[config.mk]
export PLATFORM = sky130hd
export DESIGN_NAME = clk_div_monitor
export DESIGN_NICKNAME = d
export VERILOG_FILES = /design/src/rtl/clkdiv_pkg.sv /design/src/rtl/clk_div_edge_sync.sv /design/src/rtl/clk_div_monitor.sv
export SDC_FILE = /design/constraint.sdc
export NUM_CORES = 1
export LEC_CHECK = 0
export BUFFER_PORTS_ARGS = -buffer_cell sky130_fd_sc_hd__buf_4
export CAP_MARGIN = 10
export CORE_MARGIN = 2
export CORE_UTILIZATION = 57
export CTS_BUF_LIST = sky130_fd_sc_hd__clkbuf_8 sky130_fd_sc_hd__clkbuf_16
export DETAILED_ROUTE_END_ITERATION = 10
export HOLD_SLACK_MARGIN = 0.15
export MAX_ROUTING_LAYER = met4
export PLACE_DENSITY = 0.83
export SETUP_SLACK_MARGIN = 0.05
export SLEW_MARGIN = 10
export SYNTH_ARGS = -nofsm -noshare
export SYNTH_HDL_FRONTEND = slang
export SYNTH_SLANG_ARGS = --single-unit
[constraint.sdc]
create_clock -name clk -period 3.15 [get_ports clk]
set_clock_uncertainty 0.2 [all_clocks]
set_input_delay 0.4725 -clock clk [delete_from_list [all_inputs] [get_ports clk]]
set_output_delay 0.4725 -clock clk [all_outputs]
set_load 0.01 [all_outputs]
[src/rtl/clkdiv_pkg.sv]
// Shared constants and FSM encoding for the clock dividers and their monitor.
package clkdiv_pkg;

  // Default division ratio and counter width used by the dividers and the monitor.
  localparam int DIV_DEFAULT      = 3;
  localparam int CW_DEFAULT       = 4;

  // Default monitor qualification settings.
  localparam int LOCK_CNT_DEFAULT = 4;
  localparam int DUTY_TOL_DEFAULT = 1;
  localparam int TIMEOUT_DEFAULT  = 8;

  // Monitor FSM states; the encoding is visible to status registers.
  typedef enum logic [1:0] {
    ST_IDLE = 2'd0,
    ST_ARM  = 2'd1,
    ST_MEAS = 2'd2,
    ST_LOCK = 2'd3
  } mon_state_t;

endpackage

[src/rtl/clk_div_edge_sync.sv]
// Two-flop synchronizer plus a delay flop for rise/fall detection of an
// asynchronous divided clock sampled in the clk domain.
module clk_div_edge_sync (
  input  logic clk,
  input  logic resetn,
  input  logic din,
  output logic level,
  output logic rise,
  output logic fall
);

  logic meta;
  logic sync;
  logic sync_d;

  // Synchronize the input and keep one cycle of history for edge detection.
  always_ff @(posedge clk) begin
    if (!resetn) begin
      meta   <= 1'b0;
      sync   <= 1'b0;
      sync_d <= 1'b0;
    end else begin
      meta   <= din;
      sync   <= meta;
      sync_d <= sync;
    end
  end

  assign level = sync;
  assign rise  = sync & ~sync_d;
  assign fall  = ~sync & sync_d;

endmodule

[src/rtl/clk_div_monitor.sv]
// Receive-side checker for a divided clock: measures period and high time in
// clk cycles, qualifies them against DIV, and reports lock, error and stall.
module clk_div_monitor #(
  parameter int DIV      = clkdiv_pkg::DIV_DEFAULT,
  parameter int CW       = clkdiv_pkg::CW_DEFAULT,
  parameter int LOCK_CNT = clkdiv_pkg::LOCK_CNT_DEFAULT,
  parameter int DUTY_TOL = clkdiv_pkg::DUTY_TOL_DEFAULT,
  parameter int TIMEOUT  = clkdiv_pkg::TIMEOUT_DEFAULT
) (
  input  logic          clk,
  input  logic          resetn,
  input  logic          i_div_clk,
  input  logic          i_enable,
  output logic [CW-1:0] o_period,
  output logic [CW-1:0] o_high,
  output logic          o_meas_valid,
  output logic          o_locked,
  output logic          o_err,
  output logic          o_stall,
  output logic [7:0]    o_err_cnt
);

  import clkdiv_pkg::*;

  localparam int GW = $clog2(LOCK_CNT + 1);
  localparam logic [CW-1:0] CNT_MAX     = {CW{1'b1}};
  localparam logic [CW-1:0] DIV_VAL     = CW'(DIV);
  localparam logic [CW-1:0] TIMEOUT_VAL = CW'(TIMEOUT);
  localparam logic [CW+1:0] TOL_VAL     = (CW+2)'(DUTY_TOL);
  localparam logic [GW-1:0] LOCK_LAST   = GW'(LOCK_CNT - 1);
  localparam logic [GW-1:0] LOCK_FULL   = GW'(LOCK_CNT);

  mon_state_t state;
  mon_state_t next_state;

  logic          level;
  logic          rise;
  // High time is counted from the synchronized level, so the falling edge is not needed here.
  logic          fall_unused;

  logic [CW-1:0] cnt;
  logic [CW-1:0] hcnt;
  logic [GW-1:0] goodcnt;

  logic          run;
  logic          take_meas;
  logic          stall_hit;
  logic          stall_cond;
  logic          good;

  logic signed [CW+1:0] duty_diff;
  logic        [CW+1:0] duty_abs;

  clk_div_edge_sync u_edge_sync (
    .clk    (clk),
    .resetn (resetn),
    .din    (i_div_clk),
    .level  (level),
    .rise   (rise),
    .fall   (fall_unused)
  );

  // A period is good when it matches DIV and the duty error |2*high - period| is within tolerance.
  always_comb begin
    duty_diff = $signed({1'b0, hcnt, 1'b0}) - $signed({2'b00, cnt});
    duty_abs  = duty_diff[CW+1] ? $unsigned(-duty_diff) : $unsigned(duty_diff);
    good      = (cnt == DIV_VAL) && (duty_abs <= TOL_VAL);
  end

  assign stall_cond = (cnt >= TIMEOUT_VAL);

  // State register.
  always_ff @(posedge clk) begin
    if (!resetn) begin
      state <= ST_IDLE;
    end else begin
      state <= next_state;
    end
  end

  // Next-state and event decode; disable beats rise, and rise beats timeout.
  always_comb begin
    next_state = state;
    run        = 1'b0;
    take_meas  = 1'b0;
    stall_hit  = 1'b0;
    if (!i_enable) begin
      next_state = ST_IDLE;
    end else begin
      case (state)
        ST_IDLE: begin
          next_state = ST_ARM;
        end
        ST_ARM: begin
          run = 1'b1;
          if (rise) begin
            next_state = ST_MEAS;
          end else if (stall_cond) begin
            stall_hit = 1'b1;
          end
        end
        ST_MEAS: begin
          run = 1'b1;
          if (rise) begin
            take_meas = 1'b1;
            if (good && (goodcnt >= LOCK_LAST)) begin
              next_state = ST_LOCK;
            end
          end else if (stall_cond) begin
            stall_hit  = 1'b1;
            next_state = ST_ARM;
          end
        end
        ST_LOCK: begin
          run = 1'b1;
          if (rise) begin
            take_meas = 1'b1;
            if (!good) begin
              next_state = ST_MEAS;
            end
          end else if (stall_cond) begin
            stall_hit  = 1'b1;
            next_state = ST_ARM;
          end
        end
        default: begin
          next_state = ST_IDLE;
        end
      endcase
    end
  end

  // Period and high-time counters; both restart at 1 on every rise and saturate.
  always_ff @(posedge clk) begin
    if (!resetn) begin
      cnt  <= '0;
      hcnt <= '0;
    end else if (!run) begin
      cnt  <= '0;
      hcnt <= '0;
    end else if (rise) begin
      cnt  <= CW'(1);
      hcnt <= CW'(1);
    end else begin
      if (cnt != CNT_MAX) begin
        cnt <= cnt + CW'(1);
      end
      if (level && (hcnt != CNT_MAX)) begin
        hcnt <= hcnt + CW'(1);
      end
    end
  end

  // Status registers: measurement capture, lock qualification, error and stall reporting.
  always_ff @(posedge clk) begin
    if (!resetn) begin
      o_period     <= '0;
      o_high       <= '0;
      o_meas_valid <= 1'b0;
      o_locked     <= 1'b0;
      o_err        <= 1'b0;
      o_stall      <= 1'b0;
      o_err_cnt    <= '0;
      goodcnt      <= '0;
    end else begin
      o_meas_valid <= 1'b0;
      o_err        <= 1'b0;
      if (!run) begin
        goodcnt  <= '0;
        o_locked <= 1'b0;
        o_stall  <= 1'b0;
      end else begin
        if (rise) begin
          o_stall <= 1'b0;
        end
        if (take_meas) begin
          o_period     <= cnt;
          o_high       <= hcnt;
          o_meas_valid <= 1'b1;
          if (good) begin
            if (goodcnt != LOCK_FULL) begin
              goodcnt <= goodcnt + GW'(1);
            end
            if (goodcnt >= LOCK_LAST) begin
              o_locked <= 1'b1;
            end
          end else begin
            o_err    <= 1'b1;
            goodcnt  <= '0;
            o_locked <= 1'b0;
            if (o_err_cnt != 8'hFF) begin
              o_err_cnt <= o_err_cnt + 8'd1;
            end
          end
        end else if (stall_hit) begin
          o_stall  <= 1'b1;
          o_locked <= 1'b0;
          goodcnt  <= '0;
        end
      end
    end
  end

endmodule

==> impl_summary.log, run 1 <==
[metrics] number of instances on the worst hold path: 2
[metrics] peak-usage layer in the global routing report: met2
[metrics] synthesized instance count: 223
[metrics] leading cell types by total area after synthesis: sky130_fd_sc_hd__dfxtp_1 39%, sky130_fd_sc_hd__ha_1 7.5%, sky130_fd_sc_hd__a21oi_1 6.2%
[metrics] ports placed on the boundary: 24
[metrics] critical path start-end classification: reg -> reg
[metrics] Synth Register Bits: 36
[metrics] reg-to-reg setup timing slack: 0.11 ns
[metrics] multi-input combinational cell area: 0.001069 mm2
[metrics] buffers from clock root to sink, at most: 2
[metrics] routed len/inst: 14.04 um
[metrics] path type of the worst min-delay path: in -> reg
[metrics] Layout area overhead: 21.78%
[metrics] post-synth design cell area: 0.001844 mm2
[metrics] Initial DRC Count: 137
[metrics] starting density of the core: 59.92%
[metrics] fraction of layout instances using a drive strength above 1: 18.53%
[metrics] max-slew violations: 0
[metrics] clk slew on worst S/H paths: 0.07 ns
[metrics] Top FF cell, synth: sky130_fd_sc_hd__dfxtp_1
[metrics] CP endpoint kind: flip-flop
[metrics] GP Congestion: 1.005
[metrics] share of Yosys cell area claimed by the top area cell type: 39.08%
[metrics] final worst path period share: 96.51%
[metrics] required time reported for the critical path endpoint: 3.16 ns
[metrics] Core Footprint: 0.003078 mm2
[metrics] async set or reset register ratio after synthesis: 0%
[metrics] DIE WIDTH: 60.88 um
[metrics] met1 routing resource usage after global routing: 32.89%
[metrics] Total Nets Final: 274
[metrics] total number of vias: 1,697
[metrics] global router's overall resource usage: 25.64%
[metrics] DRC violations left: 0
[metrics] yosys warns: 0
[metrics] total clock buffers created by CTS: 5
[metrics] die height: 60.88 um
[metrics] met2 routing resource usage after global routing: 39.32%
[metrics] Rel. slew slack: 71.15%
[metrics] wire length of the first global-routing pass: 6782 um
[metrics] Worst R2R End: o_err_cnt[5]
[metrics] final setup violating endpoints: 0
[metrics] number of library cell types mapped by synthesis: 44
[metrics] dominant cell by count in the synthesized netlist: sky130_fd_sc_hd__dfxtp_1
[metrics] area taken by flip-flops and latches: 721.9 um2
[metrics] startpoint of the lowest-slack hold path: i_div_clk
[metrics] TritonCTS Sinks: 36
[metrics] maximum fanout encountered on the critical timing path: 11
[metrics] final WL: 4253 um
[metrics] number of hold violations in the final report: 0
[metrics] cell chosen for the clock root: sky130_fd_sc_hd__clkbuf_8
[metrics] Mapped Nets: 239
[metrics] Startpoint Class: flip-flop
[metrics] RSZ-0062 raised after global routing: yes
[metrics] achievable frequency: 328.9 MHz
[metrics] worst-case vdd ir drop: 368.7 uV
[metrics] cell accounting for the most synthesized area: sky130_fd_sc_hd__dfxtp_1
[metrics] number of antenna violations at the first check in global routing: 0
[metrics] count of flip-flops with a built-in enable after synthesis: 0
[metrics] leakage power summed over all cells: 0.8484 nW
[metrics] most frequent cells after synthesis: 36 x sky130_fd_sc_hd__dfxtp_1, 30 x sky130_fd_sc_hd__nand2_1, 23 x sky130_fd_sc_hd__a21oi_1, 18 x sky130_fd_sc_hd__nor2_1
[metrics] design area: 0.002246 mm2
[metrics] Slew @ Worst Pin: 0.4299 ns
[metrics] HPWL after DPL: 2938 um
[metrics] number of inserted filler cells in the final layout: 244
[metrics] largest net degree at the start of global routing: 16
[metrics] post-layout min period: 3.040 ns
[metrics] R2R depth: 8
[metrics] placed instance area: 0.002076 mm2
[metrics] remaining number of nets flagged by the antenna check after routing: 0
[metrics] row cnt: 20
[metrics] end of the worst hold path: u_edge_sync.meta
[metrics] count of buffers inserted at the top-level ports: 23
[metrics] Worst setup startpoint: cnt[0]
[metrics] vias per std cell: 5.601
[metrics] startpoint of the worst register-to-register path: cnt[0]
[metrics] total inserted antenna cells: 0
[metrics] max capacitance violation total: 0
[metrics] result of the run: finished clean
[metrics] H-Tree Level Count: 2
[metrics] total global routing overflow: 0
[metrics] arrival time reported for the critical path endpoint: 3.05 ns
[metrics] final sum of negative setup slack: 0 ns
[metrics] die area: 0.003706 mm2
[metrics] Worst-Skew Late Latency: 0.29 ns
[metrics] sequential area share after synthesis: 39.08%
[metrics] CTS tree: yes
[metrics] met3 demand-to-capacity share in global routing: 5.757%
[metrics] post-synthesis area per instance: 8.270 um2
[metrics] drt pass-1 iters: 4
[metrics] via count of the first global-routing pass: 1,540
[metrics] pwr/cell area: 398.5 mW/mm2
[sequential cells by signal (all words and copies together) (netlist names)]
register / flops
u_edge_sync.meta: 1
state: 2
o_locked: 1
u_edge_sync.sync_d: 1
cnt: 4
u_edge_sync.level: 1
hcnt: 4
o_period: 4
o_stall: 1
goodcnt: 3
o_err: 1
o_meas_valid: 1
o_high: 4
o_err_cnt: 8
[area by class of cell]
type	instances	area share [%]
Multi-Input combinational cell	170	47.58
Tap cell	44	2.451
Clock inverter	3	1.727
Clock buffer	5	3.064
Inverter	12	2.006
Timing Repair Buffer	33	11.03
Sequential cell	36	32.14
[metal layers]
metal / routed length, um / vias up
met4: 87 / 0
met1: 2010 / 796
met5: 0 / -
met3: 115 / 9
met2: 2040 / 35
li1: - / 857
[worst max-delay path, cell delays in order, from the launching register on]
cell and delay, ns:
sky130_fd_sc_hd__dfxtp_1 0.40, sky130_fd_sc_hd__fa_1 0.48, sky130_fd_sc_hd__xor2_1 0.17, sky130_fd_sc_hd__a311o_2 0.41, sky130_fd_sc_hd__xnor2_1 0.14, sky130_fd_sc_hd__o2111ai_2 0.31, sky130_fd_sc_hd__o221ai_4 0.22, sky130_fd_sc_hd__or4_1 0.43
sky130_fd_sc_hd__a21oi_1 0.20
[cells in the final DEF (no fill, tap or decap), types with 3 or more instances in the layout]
master,instances
sky130_fd_sc_hd__dfxtp_1,35
sky130_fd_sc_hd__buf_4,33
sky130_fd_sc_hd__nand2_1,30
sky130_fd_sc_hd__a21oi_1,23
sky130_fd_sc_hd__nor2_1,17
sky130_fd_sc_hd__inv_1,13
sky130_fd_sc_hd__nand3_1,12
sky130_fd_sc_hd__ha_1,10
sky130_fd_sc_hd__o21ai_0,9
sky130_fd_sc_hd__xnor2_1,5
sky130_fd_sc_hd__nor3_1,5
sky130_fd_sc_hd__clkbuf_8,5
sky130_fd_sc_hd__and2_1,4
sky130_fd_sc_hd__nand2b_1,4
sky130_fd_sc_hd__o21a_1,4
sky130_fd_sc_hd__nand4_1,4
sky130_fd_sc_hd__o31ai_1,4
sky130_fd_sc_hd__and3_1,3
[report_power, final]
part / switching, mW / total, mW / internal, mW
logic: 0.0232 / 0.0386 / 0.0154
clock network: 0.163 / 0.395 / 0.231
registers: 0.00371 / 0.462 / 0.458
[metrics by stage]
stage	setup slack [ns]	power [mW]	hold slack, ns	instances	util [%]
floorplan	0.3698	0.4983	0.2119	223	-
global placement	0.2010	0.5084	0.2177	289	67.44
detailed placement	0.04550	0.5092	0.2486	289	67.44
CTS	0.06856	0.9022	0.1963	297	71.30
global route	0.002617	0.9216	0.2042	303	72.97
finish	0.1100	0.8950	0.1997	303	72.97
[repair_timing]
item                                    4_1_cts  5_1_grt
setup buffers                                 0        6
pin swaps                                     0        2
endpoints found under the setup margin        1        5
hold buffers                                  0        0
gates resized for setup                       1        3
hold endpoints to repair                      0        0
[kinds of logic after synthesis]
logic type,count (synthesis),share of synthesized area [%]
AO/OA/AOI/OAI,54,18.52
buffers and inverters,17,3.867
AND/OR/NAND/NOR,95,25.58
XOR/XNOR,7,3.324
adder cells (fa/ha/maj),12,8.548
flip-flops,36,39.08
multiplexers,2,1.086
[how the worst max path moves through the flow]
stage                         to  slack (ns)  cells after the start
floorplan           o_err_cnt[5]        0.37                      9
global placement    o_err_cnt[5]        0.20                      9
detailed placement  o_err_cnt[5]        0.05                      9
CTS                 o_err_cnt[5]        0.07                      9
global route        o_err_cnt[5]       0.003                      8
finish              o_err_cnt[5]        0.11                      8
Power figures use the tool's default switching activity.
==> inputs of run 2 (changes only) <==
--- a/config.mk
+++ b/config.mk
@@ -5,6 +5,7 @@
 export SDC_FILE = /design/constraint.sdc
 export NUM_CORES = 1
 export LEC_CHECK = 0
+export ABC_AREA = 1
 export BUFFER_PORTS_ARGS = -buffer_cell sky130_fd_sc_hd__buf_4
 export CAP_MARGIN = 10
 export CORE_MARGIN = 2
@@ -13,7 +14,7 @@
 export DETAILED_ROUTE_END_ITERATION = 10
 export HOLD_SLACK_MARGIN = 0.15
 export MAX_ROUTING_LAYER = met4
-export PLACE_DENSITY = 0.83
+export PLACE_DENSITY = 0.86
 export SETUP_SLACK_MARGIN = 0.05
 export SLEW_MARGIN = 10
 export SYNTH_ARGS = -nofsm -noshare
==> impl_summary.log, run 2 <==
[metrics] result of the run: finished clean
[metrics] R2R depth: 16 (+8)
[metrics] met3 demand-to-capacity share in global routing: 5.179% (-0.58 points)
[metrics] DIE WIDTH: 63.65 um (+4.5%)
[metrics] switching fraction of total power: 24.73% (+3.5 points)
[metrics] post-layout min period: 2.684 ns (-0.3558 ns)
[metrics] Layout area overhead: 14.37%
[metrics] Slew @ Worst Pin: 0.5316 ns (+0.1016 ns)
[metrics] CTS Hold Buffers Added: 0 (unchanged)
[metrics] area fraction in and, or, nand and nor cells after synthesis: 31.89% (+6.3 points)
[metrics] RSZ-0062 raised after global routing: no
[metrics] TritonCTS Sinks: 36 (unchanged)
[metrics] Worst R2R End: o_err_cnt[1]
[metrics] share of Yosys cell area claimed by the top area cell type: 35.53% (-3.5 points)
[metrics] Initial DRC Count: 107 (-22%)
[metrics] slowest CP cell: sky130_fd_sc_hd__dfxtp_1
[metrics] largest net degree at the start of global routing: 20 (+4)
[metrics] met1 routing resource usage after global routing: 31.32% (-1.6 points)
[metrics] ordered list of cells on the worst path: inv_1 > fa_1 > nand2_1 > nand2_1 > nor2_2 > inv_1 > nand2_1 > nand2_1 > nand2_1 > nand2_1 > nor2_2 > nand2_2 > nand2_2 > inv_1 > nor2_1 > nor2_1
[metrics] internal power: 0.6270 mW (-11%)
[metrics] async set or reset register ratio after synthesis: 0% (unchanged)
[metrics] number of hold violations in the final report: 0 (unchanged)
[metrics] die area: 0.004051 mm2 (+9.3%)
[metrics] Top FF cell, synth: sky130_fd_sc_hd__dfxtp_1
[metrics] dominant cell by count in the synthesized netlist: sky130_fd_sc_hd__nand2_1
[metrics] achievable frequency: 372.6 MHz (+13%)
[metrics] reg-to-reg setup timing slack: 0.47 ns (+0.36 ns)
[metrics] number of antenna violations at the first check in global routing: 0 (unchanged)
[metrics] total inserted antenna cells: 0 (unchanged)
[metrics] wire length of the first global-routing pass: 8031 um (+18%)
[metrics] ports placed on the boundary: 24 (unchanged)
[metrics] leading cell type in the layout, fill and taps excluded: sky130_fd_sc_hd__nand2_1
[metrics] HPWL after DPL: 3480 um (+18%)
[metrics] worst-case vdd ir drop: 258.7 uV (-30%)
[metrics] worst hold slack across all endpoints: 0.1601 ns (-0.03959 ns)
[metrics] remaining number of nets flagged by the antenna check after routing: 0 (unchanged)
[metrics] post-synth design cell area: 0.002028 mm2 (+10%)
[metrics] maximum fanout encountered on the critical timing path: 11 (unchanged)
[metrics] starting density of the core: 59.84% (-0.081 points)
[metrics] Worst setup startpoint: hcnt[0]
[metrics] CTS tree: yes
[metrics] row cnt: 21 (+5.0%)
[metrics] number of placed cells counting well taps: 357 (+24%)
[metrics] DRC violations left: 0 (unchanged)
[metrics] final sum of negative setup slack: 0 ns (unchanged)
[metrics] CP max stage delay: 0.45 ns (-0.03 ns)
[metrics] Largest register FFs: 8 (unchanged)
[metrics] final WL: 4625 um (+8.7%)
[metrics] power share of the combinational group: 6.1% (+1.8 points)
[metrics] count of buffers inserted at the top-level ports: 23 (unchanged)
[metrics] leakage power summed over all cells: 1.125 nW (+33%)
[metrics] peak-usage layer in the global routing report: met2
[metrics] Startpoint Class: flip-flop
[metrics] cell accounting for the most synthesized area: sky130_fd_sc_hd__dfxtp_1
[metrics] NetSw: 0.2060 mW (+8.3%)
[metrics] routed len/inst: 12.67 um (-9.7%)
[metrics] highest-count cells in the layout ignoring fill and taps: 70 x sky130_fd_sc_hd__nand2_1, 41 x sky130_fd_sc_hd__inv_1, 36 x sky130_fd_sc_hd__dfxtp_1, 29 x sky130_fd_sc_hd__a21oi_1, 26 x sky130_fd_sc_hd__nor2_1
[metrics] Setup WS pre-CTS: 0.5339 ns (+0.4884 ns)
[metrics] count of flip-flops with a built-in enable after synthesis: 0 (unchanged)
[metrics] fraction of layout instances using a drive strength above 1: 14.11% (-4.4 points)
[metrics] final setup violating endpoints: 0 (unchanged)
[metrics] design area: 0.002320 mm2 (+3.3%)
[metrics] buffers from clock root to sink, at most: 2 (unchanged)
[metrics] path type of the worst min-delay path: in -> reg
[metrics] global router's overall resource usage: 25.95% (+0.31 points)
[metrics] sequential share of power: 55.3% (+3.7 points)
[metrics] vias per std cell: 5.279 (-5.7%)
[metrics] most frequent cells after synthesis: 70 x sky130_fd_sc_hd__nand2_1, 39 x sky130_fd_sc_hd__inv_1, 36 x sky130_fd_sc_hd__dfxtp_1, 29 x sky130_fd_sc_hd__a21oi_1, 26 x sky130_fd_sc_hd__nor2_1
[metrics] share of the synthesized area in compound gates (AO/OA/AOI/OAI): 12.46% (-6.1 points)
[metrics] synthesized instance count: 291 (+30%)
[metrics] Total Nets Final: 334 (+22%)
[metrics] Rel. slew slack: 64.34% (-6.8 points)
[metrics] startpoint of the lowest-slack hold path: i_div_clk
[metrics] drt pass-1 iters: 4 (unchanged)
[metrics] post-layout worst setup margin: 0.4658 ns (+0.3558 ns)
[metrics] total clock buffers created by CTS: 5 (unchanged)
[metrics] critical path start-end classification: reg -> reg
[metrics] multiplexer share of the synthesized area: 0% (-1.1 points)
[metrics] clk slew on worst S/H paths: 0.08 ns (about the same)
[metrics] startpoint of the worst register-to-register path: hcnt[0]
[metrics] XOR/XNOR Fraction of Synth Area: 3.023% (-0.30 points)
[metrics] total global routing overflow: 0 (unchanged)
[metrics] die height: 63.65 um (+4.5%)
[metrics] number of gates resized after cts: 0 (-1)
[metrics] end of the critical path: o_err_cnt[1]
[metrics] GP Congestion: 0.9034 (-10%)
[metrics] Synth Register Bits: 36 (unchanged)
[metrics] Worst-Skew Late Latency: 0.29 ns (about the same)
[metrics] final worst path period share: 85.21% (-11 points)
[metrics] number of library cell types mapped by synthesis: 29 (-34%)
[metrics] adder and majority gate portion of the synthesized area: 7.773% (-0.78 points)
[metrics] most frequent cell on the critical path: sky130_fd_sc_hd__nand2_1
[metrics] number of setup buffers added after CTS: 0 (unchanged)
[metrics] H-Tree Level Count: 2 (unchanged)
[metrics] leading cell types by total area after synthesis: sky130_fd_sc_hd__dfxtp_1 36%, sky130_fd_sc_hd__nand2_1 13%, sky130_fd_sc_hd__inv_1 7.2%
[metrics] via count of the first global-routing pass: 1,848 (+20%)
[metrics] required time reported for the critical path endpoint: 3.14 ns (-0.02 ns)
[metrics] overall power: 0.8330 mW (-6.9%)
[metrics] yosys warns: 0 (unchanged)
[metrics] cell chosen for the clock root: sky130_fd_sc_hd__clkbuf_8
[metrics] placed instance area: 0.002235 mm2 (+7.7%)
[metrics] Mapped Nets: 307 (+28%)
[metrics] CP endpoint kind: flip-flop
[metrics] Reg with most FFs: o_err_cnt
[metrics] total number of vias: 1,927 (+14%)
[metrics] pwr/cell area: 359.1 mW/mm2 (-9.9%)
[metrics] post-synthesis area per instance: 6.970 um2 (-16%)
[metrics] Core Footprint: 0.003390 mm2 (+10%)
[metrics] max capacitance violation total: 0 (unchanged)
[metrics] relative contribution of the clock network to total power: 38.6% (-5.5 points)
[metrics] met2 routing resource usage after global routing: 41.97% (+2.6 points)
[metrics] sequential area share after synthesis: 35.53% (-3.5 points)
[metrics] largest family of logic cells by synthesized area: simple AND/OR/NAND/NOR gates
[metrics] max-slew violations: 0 (unchanged)
[metrics] Final Core Density: 68.44% (-4.5 points)
[metrics] non-filler instance count after layout: 365 (+20%)
[metrics] arrival time reported for the critical path endpoint: 2.68 ns (-0.37 ns)
==> run 2: cell count changes after synthesis, sizes merged, moves of 5 or more <==
cell | before | now
inv | 12 | 41
a21oi | 23 | 29
nand2 | 30 | 73
nand3 | 12 | 27
nor2 | 18 | 31
o21ai | 11 | 16
==> run 2: power by group through the flow <==
| stage | Combinational, mW | Sequential (mW) | Clock, mW |
|---|---|---|---|
| floorplan | 0.0361 | 0.471 | 0 |
| global placement | 0.0477 | 0.472 | 0 |
| detailed placement | 0.0492 | 0.472 | 0 |
| CTS | 0.0500 | 0.461 | 0.325 |
| global route | 0.0571 | 0.461 | 0.346 |
| finish | 0.0504 | 0.461 | 0.322 |
==> run 2: final cells by class <==
class	instances	area, um2
clock buffer	5	68.82
clock inverter	3	16.27
fill	291	1070
inverter	42	157.7
multi-input combinational	209	1119
sequential	36	720.7
tap	46	57.56
timing repair buffer	24	180.2
==> run 2: logic make-up (layout without fill, tap and decap cells) <==
logic type,count (synthesis),in the layout
flops,36,36
simple gates,141,141
compound gates,49,49
buf+inv,46,74
xor+xnor,7,7
fa+ha+maj,12,12
==> run 2: metal layers <==
metal,share of wire (%),up-vias,routed length (um)
met5,0,-,0
met4,1.8,0,85
met3,6.6,10,304
met2,47,54,2191
met1,44,874,2044
li1,-,989,-
==> run 2: critical path: cells and delay by family, from the launching register on <==
kind | cells | cell delay (ns)
simple gates | 12 | 1.12
flops | 1 | 0.45
fa+ha+maj | 1 | 0.45
buf+inv | 3 | 0.35
==> run 2: worst min path at each step <==
stage                         to  slack, ns  cells after the start
6_report        u_edge_sync.meta       0.16                      3
5_1_grt         u_edge_sync.meta       0.17                      3
4_1_cts         u_edge_sync.meta       0.16                      3
3_5_place_dp   u_edge_sync.level       0.20                      2
3_3_place_gp   u_edge_sync.level       0.20                      2
2_1_floorplan  u_edge_sync.level       0.19                      2
